File: src/rtl/systolic_seq_ctrl.sv
// rtl/systolic_seq_ctrl.sv - tile sequencer for an N x N systolic array
// Walks one tile through clear, skewed operand feed, flush and row drain.
module systolic_seq_ctrl #(
  parameter int N     = 4,
  parameter int K_W   = 8,
  parameter int ROW_W = $clog2(N)
) (
  input  logic               clk_i,
  input  logic               rst_ni,
  input  logic               start_i,
  input  logic [K_W-1:0]     cfg_k_i,
  input  logic               stall_i,
  input  logic               drain_ready_i,
  output logic               busy_o,
  output logic               done_o,
  output logic               clear_o,
  output logic               pe_en_o,
  output logic [N-1:0]       feed_en_o,
  output logic [N*K_W-1:0]   feed_idx_o,
  output logic               drain_en_o,
  output logic [ROW_W-1:0]   drain_row_o
);

  localparam int T_W = K_W + 1;
  localparam int F_W = $clog2(N + 1);

  typedef enum logic [2:0] {IDLE, CLEAR, FEED, FLUSH, DRAIN, DONE} state_e;

  state_e           state_q, state_d;
  logic [K_W-1:0]   k_q, k_d;
  logic [T_W-1:0]   t_q, t_d;
  logic [F_W-1:0]   fl_q, fl_d;
  logic [ROW_W-1:0] row_q, row_d;

  always_ff @(posedge clk_i or negedge rst_ni) begin
    if (!rst_ni) begin
      state_q <= IDLE;
      k_q     <= '0;
      t_q     <= '0;
      fl_q    <= '0;
      row_q   <= '0;
    end else begin
      state_q <= state_d;
      k_q     <= k_d;
      t_q     <= t_d;
      fl_q    <= fl_d;
      row_q   <= row_d;
    end
  end

  always_comb begin
    state_d     = state_q;
    k_d         = k_q;
    t_d         = t_q;
    fl_d        = fl_q;
    row_d       = row_q;
    busy_o      = (state_q != IDLE);
    done_o      = 1'b0;
    clear_o     = 1'b0;
    pe_en_o     = 1'b0;
    feed_en_o   = '0;
    feed_idx_o  = '0;
    drain_en_o  = 1'b0;
    drain_row_o = '0;

    case (state_q)
      IDLE: begin
        if (start_i) begin
          k_d     = cfg_k_i;
          t_d     = '0;
          fl_d    = '0;
          row_d   = '0;
          state_d = CLEAR;
        end
      end
      CLEAR: begin
        clear_o = 1'b1;
        state_d = (k_q != '0) ? FEED : DRAIN;
      end
      FEED: begin
        pe_en_o = !stall_i;
        if (!stall_i) begin
          // Last phase is K+N-2: lane N-1 injects its final k-index there.
          if (t_q == T_W'(k_q) + T_W'(N - 2)) begin
            t_d     = '0;
            state_d = FLUSH;
          end else begin
            t_d = t_q + 1'b1;
          end
          for (int r = 0; r < N; r++) begin
            if (int'(t_q) >= r && int'(t_q) < r + int'(k_q)) begin
              feed_en_o[r]               = 1'b1;
              feed_idx_o[r*K_W +: K_W]   = K_W'(t_q - T_W'(r));
            end
          end
        end
      end
      FLUSH: begin
        pe_en_o = !stall_i;
        if (!stall_i) begin
          if (fl_q == F_W'(N - 1)) begin
            fl_d    = '0;
            row_d   = '0;
            state_d = DRAIN;
          end else begin
            fl_d = fl_q + 1'b1;
          end
        end
      end
      DRAIN: begin
        drain_en_o  = 1'b1;
        drain_row_o = row_q;
        pe_en_o     = drain_ready_i;
        if (drain_ready_i) begin
          if (row_q == ROW_W'(N - 1)) state_d = DONE;
          else                        row_d   = row_q + 1'b1;
        end
      end
      DONE: begin
        done_o  = 1'b1;
        state_d = IDLE;
      end
      default: state_d = IDLE;
    endcase
  end

endmodule
File: config.mk
export PLATFORM = sky130hd
export DESIGN_NAME = systolic_seq_ctrl
export DESIGN_NICKNAME = d
export VERILOG_FILES = /design/src/rtl/systolic_seq_ctrl.sv
export SDC_FILE = /design/constraint.sdc
export NUM_CORES = 1
export LEC_CHECK = 0
export CAP_MARGIN = 25
export CORE_ASPECT_RATIO = 0.5
export CORE_UTILIZATION = 50
export CTS_CLUSTER_DIAMETER = 100
export CTS_CLUSTER_SIZE = 14
export DETAILED_ROUTE_END_ITERATION = 10
export PLACE_DENSITY = 0.77
export REMOVE_ABC_BUFFERS = 1
export SLEW_MARGIN = 20
export SYNTH_ARGS = -nofsm -noshare
export SYNTH_HDL_FRONTEND = slang
export SYNTH_SLANG_ARGS = --single-unit
export TNS_END_PERCENT = 50
File: constraint.sdc
create_clock -name clk_i -period 3.81 [get_ports clk_i]
set_input_delay 0.762 -clock clk_i [delete_from_list [all_inputs] [get_ports clk_i]]
set_output_delay 0.762 -clock clk_i [all_outputs]
set_load 0.03 [all_outputs]
==> results of run 1 <==
-- power breakdown --
| part | leakage (nW) | switching (mW) | internal, mW |
|---|---|---|---|
| Clock | 0.0371 | 0.0972 | 0.143 |
| Combinational | 1.45 | 1.00 | 0.685 |
| Sequential | 0.330 | 0.126 | 0.345 |
| Total | 1.82 | 1.22 | 1.17 |
-- layout make-up --
cell class / count / share of cell area (%)
multi-input combinational: 308 / 59.73
sequential: 25 / 16.89
timing repair buffer: 76 / 16.86
tap: 73 / 2.466
clock buffer: 3 / 2.027
inverter: 18 / 1.824
clock inverter: 1 / 0.2027
-- state kept, by name, summed over array words and instances, names as in the netlist --
register and count:
fl_q 3, k_q 8, row_q 2, state_q 3
t_q 9
-- synth_stat cells (all sizes together), types with 5 or more instances --
master and instances:
ha 47, nor2 41, nand2 36, xnor2 26, dfrtp 25, nor3 25, o21ai 19, inv 16
clkbuf 13, xor2 13, a21oi 8, buf 8, nand3 8, nor3b 7, nand2b 6, nand4 6
and3 5, o211ai 5
-- metrics by stage --
step                worst slack (ns)  power [mW]
floorplan                     0.3518       1.571
global placement              0.2237       2.082
detailed placement            0.2306       2.127
CTS                         0.008134       2.372
global route                0.004557       2.602
finish                        0.2091       2.397
-- per-layer routing --
layer  global-route usage, %  part of all wire, %  up-vias
met4                   3.861                 0.79        0
li1                        -                    -     1438
met5                       0                    0        -
met1                   41.77                   48     1395
met2                   46.25                   44      114
met3                   5.184                  8.0       10
-- worst max-delay path, delay by kind of cell (launching register included) --
kind,cells,cell delay (ns)
simple gates,4,0.46
fa+ha+maj,2,0.53
flops,1,0.48
xor+xnor,1,0.13
buf+inv,3,0.52
compound gates,2,0.44
-- cells by family (layout without fill, tap and decap cells) --
| family | after synthesis | in the layout | share of synthesized area [%] |
|---|---|---|---|
| and+or+nand+nor | 157 | 157 | 26.94 |
| AOI/OAI and AO/OA | 61 | 61 | 14.37 |
| adders and majority gates | 47 | 47 | 19.69 |
| xor gates and xnor gates | 39 | 39 | 11.44 |
| buffers and inverters | 39 | 98 | 5.195 |
| DFF | 25 | 25 | 20.95 |
| muxes | 4 | 4 | 1.424 |
-- timing repair --
| item | in CTS | in global routing |
|---|---|---|
| resized for setup | 1 | 3 |
| gates cloned | 0 | 0 |
| endpoints found under the setup margin | 1 | 18 |
| setup buffers | 0 | 0 |
-- cells in the final DEF, fill, tap and decap left out, types with 3 or more instances in the layout --
cell type                         instances
sky130_fd_sc_hd__nor2b_1                  3
sky130_fd_sc_hd__ha_1                    47
sky130_fd_sc_hd__nand2b_1                 6
sky130_fd_sc_hd__nand3_1                  8
sky130_fd_sc_hd__nor3_1                  25
sky130_fd_sc_hd__or3_1                    3
sky130_fd_sc_hd__nand2_1                 36
sky130_fd_sc_hd__inv_1                   15
sky130_fd_sc_hd__and3_1                   5
sky130_fd_sc_hd__clkbuf_16                3
sky130_fd_sc_hd__buf_4                   55
sky130_fd_sc_hd__nand4_1                  5
sky130_fd_sc_hd__o31ai_1                  3
sky130_fd_sc_hd__dfrtp_1                 25
sky130_fd_sc_hd__a21oi_1                  8
sky130_fd_sc_hd__o211ai_1                 4
sky130_fd_sc_hd__o21ai_0                 18
sky130_fd_sc_hd__xor2_1                  13
sky130_fd_sc_hd__xnor2_1                 26
sky130_fd_sc_hd__nor3b_1                  6
sky130_fd_sc_hd__clkdlybuf4s50_1         19
sky130_fd_sc_hd__nor2_1                  41
-- path summary, 6_finish.rpt --
kind	end	slack, ns	cells past startpoint	start
min in group asynchronous	row_q[0]$_DFFE_PN0P_	0.86	2	rst_ni
min reg2reg	fl_q[2]$_DFFE_PN0P_	0.53	1	fl_q[2]$_DFFE_PN0P_
max in group asynchronous	t_q[1]$_DFFE_PN0P_	2.70	2	rst_ni
max	feed_idx_o[30]	0.21	12	k_q[1]$_DFFE_PN0P_
min	fl_q[2]$_DFFE_PN0P_	0.53	1	fl_q[2]$_DFFE_PN0P_
max reg2reg	t_q[8]$_DFFE_PN0P_	0.98	8	k_q[7]$_DFFE_PN0P_
==> impl_results.html, run 1 <==
<table>
<tr><th>Metric</th><th>Value</th></tr>
<tr><th colspan="2">Placed design</th></tr>
<tr><td>Gp weighted congestion</td><td>1.011</td></tr>
<tr><td>Area post-placement</td><td>3613 um^2</td></tr>
<tr><td>Detailed placer's ending HPWL</td><td>6753 um</td></tr>
<tr><td>Port Buffers</td><td>55</td></tr>
<tr><td>Total instance count after detailed placement</td><td>500</td></tr>
<tr><th colspan="2">Synth</th></tr>
<tr><td>Netlist area before placement</td><td>2987 um^2</td></tr>
<tr><td>Post-Synthesis Cells</td><td>372</td></tr>
<tr><td>Fraction of synthesized cell area taken by the top area cell type</td><td>20.95%</td></tr>
<tr><td>Proportion of register bits with asynchronous set or reset after synthesis</td><td>100.0%</td></tr>
<tr><td>Seq cells post-synth</td><td>25</td></tr>
<tr><td>Number of enable flip-flop cells after synthesis</td><td>0</td></tr>
<tr><td>Most area-consuming cells after synthesis</td><td>sky130_fd_sc_hd__dfrtp_1 (21%), sky130_fd_sc_hd__ha_1 (20%), sky130_fd_sc_hd__xnor2_1 (7.6%)</td></tr>
<tr><td>Synthesis Warnings</td><td>0</td></tr>
<tr><td>Post-Syn Area per Cell</td><td>8.029 um^2</td></tr>
<tr><td>Seq/Total Area, Yosys</td><td>20.95%</td></tr>
<tr><td>Post-synthesis cell type with the largest combined area</td><td>sky130_fd_sc_hd__dfrtp_1</td></tr>
<tr><td>Post-synthesis cell type count</td><td>61</td></tr>
<tr><td>Flip-flop cell with the highest count after synthesis</td><td>sky130_fd_sc_hd__dfrtp_1</td></tr>
<tr><th colspan="2">Run status</th></tr>
<tr><td>Result of the run</td><td>finished with violations</td></tr>
<tr><td>Failing checks</td><td>design-rule violations</td></tr>
<tr><th colspan="2">Setup path</th></tr>
<tr><td>Critical Setup Path Class</td><td>reg -&gt; out</td></tr>
<tr><td>Critical path data arrival time</td><td>2.84 ns</td></tr>
<tr><td>Kind of start point of the critical path</td><td>flip-flop</td></tr>
<tr><td>Capturing element type of the critical path</td><td>output port</td></tr>
<tr><td>Req. time, crit path</td><td>3.05 ns</td></tr>
<tr><td>Standard cell with the maximum stage delay on the critical path</td><td>sky130_fd_sc_hd__dfrtp_1</td></tr>
<tr><td>Peak fanout along the critical path</td><td>8</td></tr>
<tr><td>Critical Path, Cell by Cell</td><td>inv_1 -&gt; ha_1 -&gt; a21oi_1 -&gt; nor3_1 -&gt; xnor2_1 -&gt; ha_1 -&gt; a21o_1 -&gt; nand2_1 -&gt; nand4_2 -&gt; buf_4 -&gt; nor3_1 -&gt; buf_4</td></tr>
<tr><td>Crit path largest cell delay</td><td>0.48 ns</td></tr>
<tr><th colspan="2">Finish</th></tr>
<tr><td>Reg area</td><td>625.6 um^2</td></tr>
<tr><td>Number of inserted filler cells in the final layout</td><td>489</td></tr>
<tr><td>Area grow syn2layout</td><td>24.00%</td></tr>
<tr><td>Share of post-route cells with drive strength above 1</td><td>16.24%</td></tr>
<tr><td>Final standard cell area without fillers</td><td>3704 um^2</td></tr>
<tr><td>Final instance count without filler cells</td><td>504</td></tr>
<tr><td>Final Core Density</td><td>66.01%</td></tr>
<tr><td>Final net count</td><td>492</td></tr>
<tr><td>Final antenna diode count</td><td>0</td></tr>
<tr><td>Total area of multi-input combinational cells</td><td>2212 um^2</td></tr>
<tr><th colspan="2">Timing</th></tr>
<tr><td>Setup_tns</td><td>0 ns</td></tr>
<tr><td>Final hold violation count</td><td>0</td></tr>
<tr><td>Slew at the pin closest to its max-slew limit</td><td>0.7491 ns</td></tr>
<tr><td>Worst rel slew slack</td><td>50.06%</td></tr>
<tr><td>Maximum clock rate</td><td>277.7 MHz</td></tr>
<tr><td>Slew Viols, Final</td><td>0</td></tr>
<tr><td>Post-Route Hold Slack</td><td>0.5349 ns</td></tr>
<tr><td>Final Skew</td><td>0.003901 ns</td></tr>
<tr><td>Fin crit period</td><td>3.601 ns</td></tr>
<tr><td>Endpoints failing setup</td><td>0</td></tr>
<tr><td>Share of the clock period used by the worst path after layout</td><td>94.51%</td></tr>
<tr><td>RSZ-0062 raised after global routing</td><td>no</td></tr>
<tr><th colspan="2">Drt</th></tr>
<tr><td>Per-cell via count in the routed design</td><td>5.867</td></tr>
<tr><td>Average wire length per cell after detail routing</td><td>16.93 um</td></tr>
<tr><td>Number of DRC violations after detailed-routing iteration 0</td><td>185</td></tr>
<tr><td>Count of vias placed by the detailed router</td><td>2,957</td></tr>
<tr><td>Number of optimization iterations in the first detailed-route pass</td><td>8</td></tr>
<tr><td>Post-DRT Antenna Nets</td><td>0</td></tr>
<tr><td>Final wirelength</td><td>8534 um</td></tr>
<tr><td>Post-route DRC violation count</td><td>6</td></tr>
<tr><th colspan="2">Power</th></tr>
<tr><td>IR Drop Worst-Case VDD</td><td>0.4155 mV</td></tr>
<tr><td>Ratio of total power to cell area</td><td>647.2 nW/um^2</td></tr>
<tr><td>LEAKAGE</td><td>1.817 nW</td></tr>
<tr><th colspan="2">Floorplan</th></tr>
<tr><td>Die Area</td><td>6305 um^2</td></tr>
<tr><td>Initial Util</td><td>53.23%</td></tr>
<tr><td>Number of top-level design ports</td><td>56</td></tr>
<tr><td>Chip Width</td><td>111.3 um</td></tr>
<tr><td>Y dimension of the die</td><td>56.65 um</td></tr>
<tr><td>Placement row count</td><td>19</td></tr>
<tr><td>Area of the placeable core</td><td>5610 um^2</td></tr>
<tr><th colspan="2">CTS</th></tr>
<tr><td>Total CTS buffers</td><td>3</td></tr>
<tr><td>CTS H-tree depth</td><td>1</td></tr>
<tr><td>Clock sink total</td><td>25</td></tr>
<tr><td>Hold bufs inserted after CTS</td><td>0</td></tr>
<tr><td>TritonCTS clock tree</td><td>done</td></tr>
<tr><td>Insertion delay of the later-clocked pin in the worst-skew pair</td><td>0.26 ns</td></tr>
<tr><td>Clock-pin slew reported for the worst setup and hold paths after clock tree synthesis</td><td>0.07 ns</td></tr>
<tr><td>Library cell used as clock root buffer</td><td>sky130_fd_sc_hd__clkbuf_16</td></tr>
<tr><td>Number of buffers on the longest clock path</td><td>2</td></tr>
<tr><th colspan="2">Global route</th></tr>
<tr><td>Global-route wire length before repair</td><td>14,400 um</td></tr>
<tr><td>Overall fraction of global-route tracks in use</td><td>28.95%</td></tr>
<tr><td>Initial antenna violation count</td><td>0</td></tr>
<tr><td>Aggregate global routing overflow</td><td>0</td></tr>
<tr><td>Maximum number of pins on one net before global-route repair</td><td>26</td></tr>
<tr><td>Number of global-route vias before repair</td><td>2,893</td></tr>
<tr><th colspan="2">Min path</th></tr>
<tr><td>Worst Hold Class</td><td>reg -&gt; reg</td></tr>
<tr><th colspan="2">Run</th></tr>
<tr><td>Max_cap viols</td><td>0</td></tr>
</table>
(Power assumes the default switching activity.)
==> inputs of run 2 (changes only) <==
--- a/constraint.sdc
+++ b/constraint.sdc
@@ -3,2 +3,2 @@
 set_output_delay 0.762 -clock clk_i [all_outputs]
-set_load 0.03 [all_outputs]
+set_load 0.1 [all_outputs]
==> impl_results.html, run 2 (synthesis gave the netlist of run 1 again) <==
<table>
<tr><th>Metric</th><th>Value</th></tr>
<tr><th colspan="2">Run status</th></tr>
<tr><td>Result of the run</td><td>finished with violations (unchanged)</td></tr>
<tr><td>Failing checks</td><td>design-rule violations (unchanged)</td></tr>
<tr><th colspan="2">Global route</th></tr>
<tr><td>Overall fraction of global-route tracks in use</td><td>29.50% (was 28.95%)</td></tr>
<tr><td>Aggregate global routing overflow</td><td>0 (unchanged)</td></tr>
<tr><td>Initial antenna violation count</td><td>0 (unchanged)</td></tr>
<tr><td>Maximum number of pins on one net before global-route repair</td><td>22 (was 26)</td></tr>
<tr><td>Global-route wire length before repair</td><td>14,630 um (was 14,400 um)</td></tr>
<tr><td>Number of global-route vias before repair</td><td>2,932 (was 2,893)</td></tr>
<tr><th colspan="2">Drt</th></tr>
<tr><td>Average wire length per cell after detail routing</td><td>18.25 um (was 16.93 um)</td></tr>
<tr><td>Per-cell via count in the routed design</td><td>6.071 (was 5.867)</td></tr>
<tr><td>Number of optimization iterations in the first detailed-route pass</td><td>8 (unchanged)</td></tr>
<tr><td>Post-route DRC violation count</td><td>6 (unchanged)</td></tr>
<tr><td>Final wirelength</td><td>9054 um (was 8534 um)</td></tr>
<tr><td>Number of DRC violations after detailed-routing iteration 0</td><td>274 (was 185)</td></tr>
<tr><td>Count of vias placed by the detailed router</td><td>3,011 (was 2,957)</td></tr>
<tr><td>Post-DRT Antenna Nets</td><td>0 (unchanged)</td></tr>
<tr><th colspan="2">Setup path</th></tr>
<tr><td>Register-to-register setup slack</td><td>0.98 ns (about the same)</td></tr>
<tr><td>Kind of start point of the critical path</td><td>flip-flop (unchanged)</td></tr>
<tr><td>Endpoint of the lowest-slack register-to-register path</td><td>t_q[5]$_DFFE_PN0P_ (was t_q[8]$_DFFE_PN0P_)</td></tr>
<tr><td>Start of the worst register-to-register path</td><td>k_q[2]$_DFFE_PN0P_ (was k_q[7]$_DFFE_PN0P_)</td></tr>
<tr><td>Req. time, crit path</td><td>3.05 ns (about the same)</td></tr>
<tr><td>Peak fanout along the critical path</td><td>9 (was 8)</td></tr>
<tr><td>Capturing element type of the critical path</td><td>output port (unchanged)</td></tr>
<tr><td>Critical path data arrival time</td><td>2.92 ns (was 2.84 ns)</td></tr>
<tr><td>Cell depth of the worst flop-to-flop path</td><td>9 (was 8)</td></tr>
<tr><td>Critical Setup Path Class</td><td>reg -&gt; out (unchanged)</td></tr>
<tr><th colspan="2">Power</th></tr>
<tr><td>LEAKAGE</td><td>1.890 nW (was 1.817 nW)</td></tr>
<tr><td>IR Drop Worst-Case VDD</td><td>0.8919 mV (was 0.4155 mV)</td></tr>
<tr><td>Ratio of total power to cell area</td><td>700.8 nW/um^2 (was 647.2 nW/um^2)</td></tr>
<tr><th colspan="2">Min path</th></tr>
<tr><td>Capture endpoint of the worst hold path</td><td>fl_q[2]$_DFFE_PN0P_ (unchanged)</td></tr>
<tr><td>Worst Hold Class</td><td>reg -&gt; reg (unchanged)</td></tr>
<tr><td>Hold path start</td><td>fl_q[2]$_DFFE_PN0P_ (unchanged)</td></tr>
<tr><td>WHS Path Cells</td><td>1 (unchanged)</td></tr>
<tr><th colspan="2">CTS</th></tr>
<tr><td>Total CTS buffers</td><td>3 (unchanged)</td></tr>
<tr><td>Clock-pin slew reported for the worst setup and hold paths after clock tree synthesis</td><td>0.07 ns (about the same)</td></tr>
<tr><td>Clock sink total</td><td>25 (unchanged)</td></tr>
<tr><td>Insertion delay of the later-clocked pin in the worst-skew pair</td><td>0.26 ns (about the same)</td></tr>
<tr><td>TritonCTS clock tree</td><td>done (unchanged)</td></tr>
<tr><td>Number of buffers on the longest clock path</td><td>2 (unchanged)</td></tr>
<tr><td>CTS H-tree depth</td><td>1 (unchanged)</td></tr>
<tr><td>Library cell used as clock root buffer</td><td>sky130_fd_sc_hd__clkbuf_16 (unchanged)</td></tr>
<tr><th colspan="2">Floorplan</th></tr>
<tr><td>Chip Width</td><td>111.3 um (unchanged)</td></tr>
<tr><td>Die Area</td><td>6305 um^2 (unchanged)</td></tr>
<tr><td>Area of the placeable core</td><td>5610 um^2 (unchanged)</td></tr>
<tr><td>Initial Util</td><td>53.23% (unchanged)</td></tr>
<tr><td>Placement row count</td><td>19 (unchanged)</td></tr>
<tr><td>Y dimension of the die</td><td>56.65 um (unchanged)</td></tr>
<tr><td>Number of top-level design ports</td><td>56 (unchanged)</td></tr>
<tr><th colspan="2">Timing</th></tr>
<tr><td>Slew Viols, Final</td><td>0 (unchanged)</td></tr>
<tr><td>Fin crit period</td><td>3.684 ns (was 3.601 ns)</td></tr>
<tr><td>Worst rel slew slack</td><td>40.12% (was 50.06%)</td></tr>
<tr><td>Maximum clock rate</td><td>271.4 MHz (was 277.7 MHz)</td></tr>
<tr><td>Setup_tns</td><td>0 ns (unchanged)</td></tr>
<tr><td>Post-Route Hold Slack</td><td>0.5324 ns (was 0.5349 ns)</td></tr>
<tr><td>Endpoints failing setup</td><td>0 (unchanged)</td></tr>
<tr><td>RSZ-0062 raised after global routing</td><td>yes (was no)</td></tr>
<tr><td>Final Skew</td><td>0.003121 ns (was 0.003901 ns)</td></tr>
<tr><td>Minimum setup slack in the final design</td><td>0.1257 ns (was 0.2091 ns)</td></tr>
<tr><td>Final hold violation count</td><td>0 (unchanged)</td></tr>
<tr><td>Share of the clock period used by the worst path after layout</td><td>96.70% (was 94.51%)</td></tr>
<tr><td>Slew at the pin closest to its max-slew limit</td><td>0.8982 ns (was 0.7491 ns)</td></tr>
<tr><th colspan="2">Placed design</th></tr>
<tr><td>Gp weighted congestion</td><td>0.9204 (was 1.011)</td></tr>
<tr><td>Detailed placer's ending HPWL</td><td>6943 um (was 6753 um)</td></tr>
<tr><td>Setup slack after placement</td><td>0.1867 ns (was 0.2306 ns)</td></tr>
<tr><td>Area post-placement</td><td>3989 um^2 (was 3613 um^2)</td></tr>
<tr><td>Port Buffers</td><td>55 (unchanged)</td></tr>
<tr><th colspan="2">Finish</th></tr>
<tr><td>Area grow syn2layout</td><td>39.17% (was 24.00%)</td></tr>
<tr><td>Number of inserted filler cells in the final layout</td><td>459 (was 489)</td></tr>
<tr><td>Final antenna diode count</td><td>0 (unchanged)</td></tr>
<tr><td>Leading registers by flop count</td><td>t_q: 9 flops, k_q: 8 flops (unchanged)</td></tr>
<tr><td>Reg area</td><td>626.9 um^2 (was 625.6 um^2)</td></tr>
<tr><td>Flip-flop count of the largest register after layout</td><td>9 (unchanged)</td></tr>
<tr><td>Largest register by flop count</td><td>t_q (unchanged)</td></tr>
<tr><td>Final Core Density</td><td>74.09% (was 66.01%)</td></tr>
<tr><td>Share of post-route cells with drive strength above 1</td><td>19.15% (was 16.24%)</td></tr>
<tr><td>Final standard cell area without fillers</td><td>4156 um^2 (was 3704 um^2)</td></tr>
<tr><td>Total area of multi-input combinational cells</td><td>2288 um^2 (was 2212 um^2)</td></tr>
<tr><td>Commonest cells after routing, fill and taps aside</td><td>sky130_fd_sc_hd__ha_1 (47), sky130_fd_sc_hd__nor2_1 (41), sky130_fd_sc_hd__nand2_1 (36), sky130_fd_sc_hd__buf_12 (36), sky130_fd_sc_hd__xnor2_1 (26) (was sky130_fd_sc_hd__buf_4 (55), sky130_fd_sc_hd__ha_1 (47), sky130_fd_sc_hd__nor2_1 (41))</td></tr>
<tr><td>Most common library cell in the layout ignoring fill and taps</td><td>sky130_fd_sc_hd__ha_1 (was sky130_fd_sc_hd__buf_4)</td></tr>
<tr><td>Final net count</td><td>484 (was 492)</td></tr>
<tr><th colspan="2">Run</th></tr>
<tr><td>Max_cap viols</td><td>0 (unchanged)</td></tr>
</table>
==> run 2: worst max-delay path by stage <==
stage	from	end	slack [ns]	cells after the start
finish	k_q[5]$_DFFE_PN0P_	feed_idx_o[15]	0.13	10
global route	k_q[5]$_DFFE_PN0P_	feed_idx_o[10]	-0.04	10
CTS	k_q[5]$_DFFE_PN0P_	feed_idx_o[10]	0.05	10
detailed placement	stall_i	feed_idx_o[5]	0.19	5
global placement	stall_i	feed_idx_o[4]	0.28	5
floorplan	k_q[2]$_DFFE_PN0P_	feed_idx_o[25]	-1.04	9
==> run 2: power breakdown <==
group	switching (mW)	internal [mW]	leakage (nW)
Clock	0.0999	0.145	0.0415
Combinational	1.38	0.786	1.52
Sequential	0.155	0.345	0.329
Total	1.64	1.28	1.89
==> run 2: metal layers <==
layer,part of all wire (%),vias up,GRT usage [%]
met5,0,-,0
met4,0.89,0,3.668
met3,7.4,10,4.968
met2,46,126,50.80
met1,46,1453,40.04
li1,-,1422,-
==> run 2: layout make-up <==
cell class                 count  share of cell area (%)
clock buffer                   3                   1.806
clock inverter                 1                  0.2107
inverter                      18                   1.626
multi-input combinational    308                   55.06
sequential                    25                   15.08
tap                           73                   2.197
timing repair buffer          68                   24.02
==> run 2: what timing repair did <==
item	in CTS	in global routing
resized for setup	0	16
buffers inserted	0	0
setup endpoints to repair	0	27
hold buffers	0	0
==> run 2: metrics by stage <==
| stage | cells | power [mW] |
|---|---|---|
| floorplan | 351 | 1.919 |
| global placement | 491 | 2.524 |
| detailed placement | 492 | 2.594 |
| CTS | 496 | 2.855 |
| global route | 496 | 3.095 |
| finish | 496 | 2.913 |
==> run 2: worst max-delay path, cell delays in order (launching register included) <==
cell                       delay (ns)
sky130_fd_sc_hd__dfrtp_1         0.46
sky130_fd_sc_hd__inv_1           0.11
sky130_fd_sc_hd__nor4_2          0.31
sky130_fd_sc_hd__nand2_1         0.11
sky130_fd_sc_hd__xnor2_1         0.17
sky130_fd_sc_hd__ha_1            0.27
sky130_fd_sc_hd__a211o_1         0.27
sky130_fd_sc_hd__o211ai_1        0.11
sky130_fd_sc_hd__o311ai_2        0.23
sky130_fd_sc_hd__nor3_1          0.38
sky130_fd_sc_hd__buf_12          0.22
==> inputs of run 3 (changes only) <==
Settings changed: TNS_END_PERCENT 50 to default.
Clock period 3.81 ns to 4.14 ns, I/O delays scaled along.
==> impl_results.html, run 3 (synthesis gave the netlist of run 1 again) <==
<table>
<tr><th>Metric</th><th>Value</th></tr>
<tr><th colspan="2">Run status</th></tr>
<tr><td>Result of the run</td><td>finished with violations (unchanged)</td></tr>
<tr><td>Failing checks</td><td>design-rule violations (unchanged)</td></tr>
<tr><th colspan="2">Floorplan</th></tr>
<tr><td>Number of top-level design ports</td><td>56 (unchanged)</td></tr>
<tr><td>Y dimension of the die</td><td>56.65 um (unchanged)</td></tr>
<tr><td>Area of the placeable core</td><td>5610 um^2 (unchanged)</td></tr>
<tr><td>Chip Width</td><td>111.3 um (unchanged)</td></tr>
<tr><td>Die Area</td><td>6305 um^2 (unchanged)</td></tr>
<tr><td>Initial Util</td><td>53.23% (unchanged)</td></tr>
<tr><td>Placement row count</td><td>19 (unchanged)</td></tr>
<tr><th colspan="2">Drt</th></tr>
<tr><td>Number of optimization iterations in the first detailed-route pass</td><td>7 (was 8)</td></tr>
<tr><td>Average wire length per cell after detail routing</td><td>17.34 um (was 18.25 um)</td></tr>
<tr><td>Post-route DRC violation count</td><td>6 (unchanged)</td></tr>
<tr><td>Post-DRT Antenna Nets</td><td>0 (unchanged)</td></tr>
<tr><td>Per-cell via count in the routed design</td><td>5.914 (was 6.071)</td></tr>
<tr><td>Final wirelength</td><td>8464 um (was 9054 um)</td></tr>
<tr><td>Number of DRC violations after detailed-routing iteration 0</td><td>205 (was 274)</td></tr>
<tr><td>Count of vias placed by the detailed router</td><td>2,886 (was 3,011)</td></tr>
<tr><th colspan="2">Finish</th></tr>
<tr><td>Most common library cell in the layout ignoring fill and taps</td><td>sky130_fd_sc_hd__ha_1 (unchanged)</td></tr>
<tr><td>Leading registers by flop count</td><td>t_q: 9 flops, k_q: 8 flops (unchanged)</td></tr>
<tr><td>Share of post-route cells with drive strength above 1</td><td>16.14% (was 19.15%)</td></tr>
<tr><td>Area grow syn2layout</td><td>35.23% (was 39.17%)</td></tr>
<tr><td>Final net count</td><td>476 (was 484)</td></tr>
<tr><td>Final antenna diode count</td><td>0 (unchanged)</td></tr>
<tr><td>Flip-flop count of the largest register after layout</td><td>9 (unchanged)</td></tr>
<tr><td>Number of inserted filler cells in the final layout</td><td>448 (was 459)</td></tr>
<tr><td>Largest register by flop count</td><td>t_q (unchanged)</td></tr>
<tr><td>Commonest cells after routing, fill and taps aside</td><td>sky130_fd_sc_hd__ha_1 (47), sky130_fd_sc_hd__nor2_1 (41), sky130_fd_sc_hd__nand2_1 (36), sky130_fd_sc_hd__buf_12 (36), sky130_fd_sc_hd__xnor2_1 (26) (unchanged)</td></tr>
<tr><td>Final Core Density</td><td>71.99% (was 74.09%)</td></tr>
<tr><th colspan="2">Placed design</th></tr>
<tr><td>Port Buffers</td><td>55 (unchanged)</td></tr>
<tr><td>Setup slack after placement</td><td>0.3028 ns (was 0.1867 ns)</td></tr>
<tr><td>Gp weighted congestion</td><td>0.8712 (was 0.9204)</td></tr>
<tr><td>Detailed placer's ending HPWL</td><td>6597 um (was 6943 um)</td></tr>
<tr><th colspan="2">Power</th></tr>
<tr><td>LEAKAGE</td><td>1.837 nW (was 1.890 nW)</td></tr>
<tr><td>Ratio of total power to cell area</td><td>638.2 nW/um^2 (was 700.8 nW/um^2)</td></tr>
<tr><td>IR Drop Worst-Case VDD</td><td>0.9194 mV (was 0.8919 mV)</td></tr>
<tr><th colspan="2">Setup path</th></tr>
<tr><td>Crit path buffers/inverters</td><td>2 (unchanged)</td></tr>
<tr><td>Critical path data arrival time</td><td>3.20 ns (was 2.92 ns)</td></tr>
<tr><td>Peak fanout along the critical path</td><td>9 (unchanged)</td></tr>
<tr><td>Critical Path, Cell by Cell</td><td>inv_1 -&gt; ha_1 -&gt; a21oi_1 -&gt; nor3_1 -&gt; xnor2_1 -&gt; ha_1 -&gt; a21o_1 -&gt; nand2_1 -&gt; nand4_2 -&gt; nor3_1 -&gt; buf_12 (was inv_1 -&gt; nor4_2 -&gt; nand2_1 -&gt; xnor2_1 -&gt; ha_1 -&gt; a211o_1 -&gt; o211ai_1 -&gt; o311ai_2 -&gt; nor3_1 -&gt; buf_12)</td></tr>
<tr><td>Critical Setup Path Class</td><td>reg -&gt; out (unchanged)</td></tr>
<tr><td>Kind of start point of the critical path</td><td>flip-flop (unchanged)</td></tr>
<tr><td>Req. time, crit path</td><td>3.31 ns (was 3.05 ns)</td></tr>
<tr><td>Crit path largest cell delay</td><td>0.51 ns (was 0.46 ns)</td></tr>
<tr><td>Standard cell with the maximum stage delay on the critical path</td><td>sky130_fd_sc_hd__dfrtp_1 (unchanged)</td></tr>
<tr><td>Kind of cell with the highest combined delay on the critical path</td><td>simple AND/OR/NAND/NOR gates (unchanged)</td></tr>
<tr><td>Capturing element type of the critical path</td><td>output port (unchanged)</td></tr>
<tr><th colspan="2">Run</th></tr>
<tr><td>Max_cap viols</td><td>0 (unchanged)</td></tr>
<tr><th colspan="2">Timing</th></tr>
<tr><td>Slew at the pin closest to its max-slew limit</td><td>0.9599 ns (was 0.8982 ns)</td></tr>
<tr><td>Endpoints failing setup</td><td>0 (unchanged)</td></tr>
<tr><td>Maximum clock rate</td><td>248.3 MHz</td></tr>
<tr><td>Final Skew</td><td>0.0007957 ns (was 0.003121 ns)</td></tr>
<tr><td>Worst rel slew slack</td><td>35.80% (was 40.12%)</td></tr>
<tr><td>Slew Viols, Final</td><td>0 (unchanged)</td></tr>
<tr><td>Share of the clock period used by the worst path after layout</td><td>97.28%</td></tr>
<tr><td>Minimum setup slack in the final design</td><td>0.1127 ns (was 0.1257 ns)</td></tr>
<tr><td>RSZ-0062 raised after global routing</td><td>yes (unchanged)</td></tr>
<tr><td>Final hold violation count</td><td>0 (unchanged)</td></tr>
<tr><td>Fin crit period</td><td>4.027 ns</td></tr>
<tr><th colspan="2">Global route</th></tr>
<tr><td>Number of global-route vias before repair</td><td>2,741 (was 2,932)</td></tr>
<tr><td>Global-route wire length before repair</td><td>13,710 um (was 14,630 um)</td></tr>
<tr><td>Met2 Use GR</td><td>46.43% (was 50.80%)</td></tr>
<tr><td>Initial antenna violation count</td><td>0 (unchanged)</td></tr>
<tr><td>Top Usage Layer GRT</td><td>met2 (unchanged)</td></tr>
<tr><td>Met3 global-route usage</td><td>2.268% (was 4.968%)</td></tr>
<tr><td>Met1 track utilization from global routing</td><td>37.99% (was 40.04%)</td></tr>
<tr><td>Maximum number of pins on one net before global-route repair</td><td>22 (unchanged)</td></tr>
<tr><td>Aggregate global routing overflow</td><td>0 (unchanged)</td></tr>
<tr><td>Overall fraction of global-route tracks in use</td><td>27.38% (was 29.50%)</td></tr>
<tr><th colspan="2">CTS</th></tr>
<tr><td>Number of buffers on the longest clock path</td><td>2 (unchanged)</td></tr>
<tr><td>Clock sink total</td><td>25 (unchanged)</td></tr>
<tr><td>CTS H-tree depth</td><td>1 (unchanged)</td></tr>
<tr><td>TritonCTS clock tree</td><td>done (unchanged)</td></tr>
<tr><td>Post-CTS setup buffers</td><td>0 (unchanged)</td></tr>
<tr><td>Insertion delay of the later-clocked pin in the worst-skew pair</td><td>0.26 ns (about the same)</td></tr>
<tr><td>Library cell used as clock root buffer</td><td>sky130_fd_sc_hd__clkbuf_16 (unchanged)</td></tr>
<tr><td>Total CTS buffers</td><td>3 (unchanged)</td></tr>
<tr><td>Clock-pin slew reported for the worst setup and hold paths after clock tree synthesis</td><td>0.06 ns (was 0.07 ns)</td></tr>
<tr><th colspan="2">Min path</th></tr>
<tr><td>Worst Hold Class</td><td>reg -&gt; reg (unchanged)</td></tr>
</table>
## run 3: cell types whose count changed in the layout (fill, tap and decap cells not counted), moves of 2 or more
cell	delta
sky130_fd_sc_hd__buf_4	-9
sky130_fd_sc_hd__nor4_1	+2
sky130_fd_sc_hd__nor4_2	-2
sky130_fd_sc_hd__nor3_1	+3
sky130_fd_sc_hd__nor3_2	-2
## run 3: path summary, 6_finish.rpt
check | to | cells past startpoint | start | slack (ns)
setup / recovery | feed_idx_o[29] | 11 | k_q[1]$_DFFE_PN0P_ | 0.11
hold / removal | fl_q[1]$_DFFE_PN0P_ | 2 | fl_q[1]$_DFFE_PN0P_ | 0.53
setup reg to reg | t_q[8]$_DFFE_PN0P_ | 8 | k_q[2]$_DFFE_PN0P_ | 1.28
hold reg to reg | fl_q[1]$_DFFE_PN0P_ | 2 | fl_q[1]$_DFFE_PN0P_ | 0.53
max in group asynchronous | k_q[2]$_DFFE_PN0P_ | 2 | rst_ni | 2.71
min in group asynchronous | row_q[0]$_DFFE_PN0P_ | 1 | rst_ni | 0.92
## run 3: per-stage QoR
stage	std cells	area, um^2	hold WS, ns	total power, mW	TNS (ns)
after floorplan	351	2899	0.4817	1.766	-16.13
after global placement	483	3916	0.5002	2.267	0
after global routing	488	4039	0.5492	2.748	-0.2849
final	488	4039	0.5252	2.578	0
after detailed placement	484	3931	0.5064	2.333	0
after CTS	488	4011	0.5204	2.554	0
## run 3: final cells by class
type | instances | area (um^2) | share of cell area, %
multi-input cells | 308 | 2232 | 55.27
repair buffers | 60 | 940.9 | 23.30
flip-flops and latches | 25 | 626.9 | 15.52
well taps | 73 | 91.34 | 2.261
clock buffers | 3 | 75.07 | 1.859
inverters | 18 | 67.56 | 1.673
clock inverters | 1 | 5.005 | 0.1239
## run 3: power by group
group / internal, mW / switching [mW]
combinational: 0.677 / 1.19
clock: 0.130 / 0.0824
sequential: 0.317 / 0.185
total: 1.12 / 1.45
## run 3: routing by layer
metal | part of all wire (%) | up-vias
li1 | - | 1403
met1 | 45 | 1365
met2 | 46 | 107
met3 | 7.4 | 11
met4 | 1.2 | 0
met5 | 0 | -
## run 3: repair_timing
action                                  4_1_cts  5_1_grt
gates resized for setup                       0        7
hold buffers                                  0        0
endpoints found under the setup margin        0       13
## run 3: worst register-to-register path, stage by stage (launching register included)
cell and delay [ns]:
sky130_fd_sc_hd__dfrtp_2 0.46, sky130_fd_sc_hd__inv_1 0.17, sky130_fd_sc_hd__nor4_1 0.53, sky130_fd_sc_hd__nand2_1 0.13, sky130_fd_sc_hd__ha_1 0.32, sky130_fd_sc_hd__nand4_1 0.19, sky130_fd_sc_hd__o311a_1 0.50, sky130_fd_sc_hd__nor2_1 0.34
sky130_fd_sc_hd__nor2_1 0.10
